[src/rtl/cpu_program_sequencer.sv]
// rtl/cpu_program_sequencer.sv - program buffer and 2-cycle slot issuer for the 8-bit accumulator core
module cpu_program_sequencer #(
  parameter  int DEPTH = 16,
  localparam int AW    = $clog2(DEPTH)
) (
  input  logic          clk,
  input  logic          rst_n,
  input  logic          ena,
  input  logic          load_valid,
  input  logic [7:0]    load_data,
  output logic          load_ready,
  input  logic          clear,
  input  logic          start,
  output logic [7:0]    instr_out,
  input  logic [7:0]    result_in,
  output logic [7:0]    result_out,
  output logic          result_valid,
  output logic          busy,
  output logic [AW:0]   prog_count
);

  localparam logic [AW:0] DEPTH_W = (AW + 1)'(DEPTH);

  typedef enum logic [2:0] {
    IDLE   = 3'd0,
    SLOT_A = 3'd1,
    SLOT_B = 3'd2,
    DRAIN1 = 3'd3,
    DRAIN2 = 3'd4,
    DONE   = 3'd5
  } state_t;

  state_t      state;
  logic [7:0]  mem [DEPTH];
  logic [AW:0] ptr;
  logic [AW:0] ptr_nxt;
  logic [AW:0] count_next;
  logic [7:0]  first_word;
  logic        is_idle;
  logic        accept;

  assign is_idle    = (state == IDLE);
  assign busy       = !is_idle;
  assign load_ready = is_idle && (prog_count < DEPTH_W);
  // clear wins over a same-cycle load, so the dropped word is never written
  assign accept     = ena && load_valid && load_ready && !clear;
  assign ptr_nxt    = ptr + 1'b1;
  // a word loaded in the same cycle as start at address 0 is not yet in the array
  assign first_word = (accept && prog_count == '0) ? load_data : mem[0];

  // Count after this cycle's clear/load, so start sees the updated program length
  always_comb begin
    count_next = prog_count;
    if (is_idle && clear)
      count_next = '0;
    else if (accept)
      count_next = prog_count + 1'b1;
  end

  // Program buffer storage; contents are not reset
  always_ff @(posedge clk) begin
    if (accept)
      mem[prog_count[AW-1:0]] <= load_data;
  end

  // Issue FSM with registered instruction and result outputs
  always_ff @(posedge clk or negedge rst_n) begin
    if (!rst_n) begin
      state        <= IDLE;
      ptr          <= '0;
      prog_count   <= '0;
      instr_out    <= 8'h00;
      result_out   <= 8'h00;
      result_valid <= 1'b0;
    end else if (ena) begin
      prog_count   <= count_next;
      result_valid <= 1'b0;
      case (state)
        IDLE: begin
          instr_out <= 8'h00;
          if (start) begin
            ptr <= '0;
            if (count_next == '0) begin
              state <= DRAIN1;
            end else begin
              state     <= SLOT_A;
              instr_out <= first_word;
            end
          end
        end
        SLOT_A: begin
          // same operand, opcode cleared: the core executes the opcode latched in SLOT_A
          instr_out <= {instr_out[7:4], 4'h0};
          state     <= SLOT_B;
        end
        SLOT_B: begin
          ptr <= ptr_nxt;
          if (ptr_nxt == prog_count) begin
            state     <= DRAIN1;
            instr_out <= 8'h00;
          end else begin
            state     <= SLOT_A;
            instr_out <= mem[ptr_nxt[AW-1:0]];
          end
        end
        DRAIN1: begin
          instr_out <= 8'h00;
          state     <= DRAIN2;
        end
        DRAIN2: begin
          // the core result is settled two cycles after the last operand slot
          instr_out    <= 8'h00;
          result_out   <= result_in;
          result_valid <= 1'b1;
          state        <= DONE;
        end
        DONE: begin
          instr_out <= 8'h00;
          state     <= IDLE;
        end
        default: begin
          instr_out <= 8'h00;
          state     <= IDLE;
        end
      endcase
    end
  end

endmodule

[config.mk]
export PLATFORM = sky130hd
export DESIGN_NAME = cpu_program_sequencer
export DESIGN_NICKNAME = d
export VERILOG_FILES = /design/src/rtl/cpu_program_sequencer.sv
export SDC_FILE = /design/constraint.sdc
export NUM_CORES = 1
export LEC_CHECK = 0
export CAP_MARGIN = 20
export CORE_AREA = 2 2 95 189
export DETAILED_ROUTE_END_ITERATION = 8
export DIE_AREA = 0 0 97 191
export SETUP_SLACK_MARGIN = 0.5
export SLEW_MARGIN = 10
export SYNTH_ARGS = -nofsm -noshare
export SYNTH_HDL_FRONTEND = slang
export SYNTH_SLANG_ARGS = --single-unit
[constraint.sdc]
create_clock -name clk -period 3.8 [get_ports clk]
set_clock_uncertainty 0.1 [all_clocks]
set_input_delay 0.38 -clock clk [delete_from_list [all_inputs] [get_ports clk]]
set_output_delay 0.38 -clock clk [all_outputs]
set_load 0.01 [all_outputs]
==> results.py <==
metrics = {
    "finish": {
        "finish.utilization": 0.472,
        "finish.instance_area_um2": 8080,
        "finish.net_count": 486,
        "num_antenna_cells": 0,
        "final_layout_size_suffix_gt1_frac": 0.222,
        "n_fill_cell": 1446,
        "final_cells": 682,
        "regArea_um2": 4600,
        "multi_input_area_um2": 1960,
        "area_growth_pct": 20.3,
    },
    "critical_path": {
        "critPathCaptureType": "flip-flop",
        "r2r_cells": 8,
        "cp_data_arrival_time_ps": 2920,
        "start_kind": "flip-flop",
        "reg2reg_to": "instr_out[4]",
        "rr_startpoint": "ptr[0]",
        "rrSetupSlack_ps": 1060,
        "worstPathRequired_ps": 3980,
        "path_max_fanout": 9,
        "critPathKind": "reg -> reg",
    },
    "power_and_ir_drop": {
        "power_frac_clock": 0.312,
        "powerDensity_nw_per_um2": 669,
        "p_int_mw": 3.77,
        "p_sw_mw": 1.63,
        "p_sw_frac": 0.302,
        "p_leak_nw": 2.88,
        "comb_power_share": 0.282,
        "ir_drop_v": 0.000334,
        "p_seq_frac": 0.406,
    },
    "die": {
        "rows": 68,
        "coreArea_um2": 17100,
        "die_h_um": 191,
        "boundaryPins": 46,
        "die_width_um": 97,
        "die_area_um2": 18500,
        "initial_utilization": 0.392,
    },
    "clock_network": {
        "ctsHoldBuffers": 0,
        "cts_tree": "done",
        "clk_path_buf_depth": 2,
        "h-tree-depth": 4,
        "clk_latency_ps": 420,
        "clk_pin_slew_ps": 70,
        "clockRootBuffer": "clkbuf_16",
        "cts_setup_buffers": 0,
        "cts_made_buffers": 17,
        "cts_num_sinks": 158,
        "ctsResizeCount": 0,
    },
    "synthesis": {
        "synth_area_leader_cell": "edfxtp_1",
        "synth_async_sr_flop_share": 0.190,
        "yosys-top-cells-count": "edfxtp_1, mux4_2, dfrtp_1",
        "synth_area_per_cell_um2": 16.9,
        "ys_seq_area_frac": 0.685,
        "synth_top_cell_area_share": 0.573,
        "synthFlopType": "edfxtp_1",
        "synth-edff-count": 128,
        "yosys_warnings": 0,
        "synth_area_um2": 6710,
        "synth.most_common_cell": "edfxtp_1",
        "syn_nets": 424,
        "synth_cell_types": 45,
        "ys_top_cells_by_area": "edfxtp_1, dfrtp_1, mux4_2",
        "netlist_instances": 397,
        "synth_seq_cells": 158,
    },
    "routing": {
        "drc": 0,
        "vias": 3600,
        "wl_um": 13700,
        "wire_per_inst_um": 20.1,
        "via_per_inst": 5.28,
        "ant_nets": 0,
        "drt_iter0_drc": 264,
        "drtPass1Iterations": 6,
    },
    "grt": {
        "grt_use_total": 0.154,
        "grt_overflow": 0,
        "grt_max_degree": 24,
        "grt_pass1_vias": 3620,
        "grt_pass1_wl_um": 21200,
        "antenna_found_initial": 0,
    },
    "timing": {
        "hold_viol_final": 0,
        "slew_violations": 0,
        "fin_crit_sh": 0.722,
        "setup_ws_ps": 1060,
        "fin_crit_ps": 2740,
        "worst_pin_slew_ps": 861,
        "final-setup-viol-count": 0,
        "rsz0062_at_grt": "false",
        "fmax_mhz": 364,
        "fin_tns_setup_ps": 0,
        "relSlewSlack": 0.420,
    },
    "run_status": {
        "status": "finished, final reports clean",
    },
    "placed_design": {
        "dp_cells": 649,
        "placed_cell_area_um2": 7450,
        "place_ws_ps": 825,
        "gp_congestion": 0.791,
        "dp_hpwl_um": 9420,
        "port_buffers": 45,
    },
    "min_path": {
        "min-delay-path-class": "in -> async",
    },
    "run": {
        "max_cap_violations": 0,
    },
}
-- cells in the final DEF, fill, tap and decap left out, types with 2 or more instances in the layout --
| cell | n |
|---|---|
| a211oi_1 | 5 |
| a21oi_1 | 10 |
| a22o_1 | 2 |
| a22oi_1 | 5 |
| a32o_1 | 2 |
| and3_1 | 3 |
| buf_4 | 20 |
| clkbuf_16 | 17 |
| clkdlybuf4s50_1 | 45 |
| clkinvlp_4 | 2 |
| dfrtp_1 | 29 |
| edfxtp_1 | 128 |
| ha_1 | 5 |
| inv_1 | 10 |
| inv_6 | 3 |
| inv_8 | 6 |
| mux2_2 | 12 |
| mux2i_1 | 17 |
| mux4_2 | 32 |
| nand2_1 | 18 |
| nand2b_1 | 4 |
| nand3_1 | 4 |
| nor2_1 | 21 |
| nor2b_1 | 7 |
| nor3_1 | 8 |
| nor4_1 | 3 |
| o211ai_1 | 5 |
| o21ai_0 | 16 |
| o221ai_1 | 4 |
| xnor2_1 | 3 |
| xor2_1 | 4 |
-- cells by family after synthesis --
logic type               Yosys count  share of synthesized area
AO/OA/AOI/OAI                     57                     0.0576
XOR/XNOR                           9                     0.0138
adder cells (fa/ha/maj)            5                    0.00932
buffers and inverters             33                     0.0248
flip-flops                       158                      0.685
multiplexers                      61                      0.153
AND/OR/NAND/NOR                   74                     0.0569
-- area by class of cell --
| cell class | count | share of cell area |
|---|---|---|
| Clock inverter | 15 | 0.0209 |
| Tap cell | 210 | 0.0325 |
| Multi-Input combinational cell | 206 | 0.242 |
| Clock buffer | 17 | 0.0527 |
| Sequential cell | 158 | 0.569 |
| Timing Repair Buffer | 66 | 0.0778 |
| Inverter | 10 | 0.00465 |
-- how the worst max path moves through the flow --
stage	startpoint	slack (ps)	end	cells after the start
final	ptr[0]	1060	instr_out[4]	8
after global routing	ptr[0]	880	instr_out[6]	8
after CTS	ptr[0]	1020	instr_out[6]	8
after detailed placement	clear	830	mem[0][2]	6
after global placement	clear	860	mem[0][1]	6
after floorplan	clear	1510	mem[3][0]	6
-- registers in the layout, indices dropped and copies added (netlist names) --
name          flops
prog_count        5
state             3
instr_out         8
result_out        8
ptr               5
mem             128
result_valid      1
-- power by group through the flow --
stage | clock network [mW] | logic (mW) | registers [mW]
global route | 1.79 | 1.66 | 2.22
global placement | 0 | 1.53 | 2.23
CTS | 1.72 | 1.55 | 2.20
finish | 1.68 | 1.52 | 2.19
detailed placement | 0 | 1.55 | 2.23
floorplan | 0 | 1.03 | 2.18
-- critical path: stages (launching register included) --
cell	delay (ps)
dfrtp_2	520
ha_1	540
buf_4	260
mux4_2	320
nor2b_1	150
a211oi_1	360
a21oi_1	80
a22oi_1	150
o21ai_0	120
-- layer usage --
layer,wire [um],up-vias,global-route usage
met5,0,-,0
met4,268,0,0.0607
met3,472,17,0.0329
met2,7140,84,0.258
met1,5800,1809,0.196
li1,-,1690,-
-- through the flow --
step	hold slack, ps	power, mW
after floorplan	-15.6	3.21
after global placement	372	3.76
after detailed placement	376	3.78
after CTS	392	5.47
after global routing	162	5.67
final	159	5.40
No activity file was read; power rests on OpenSTA's default activity.
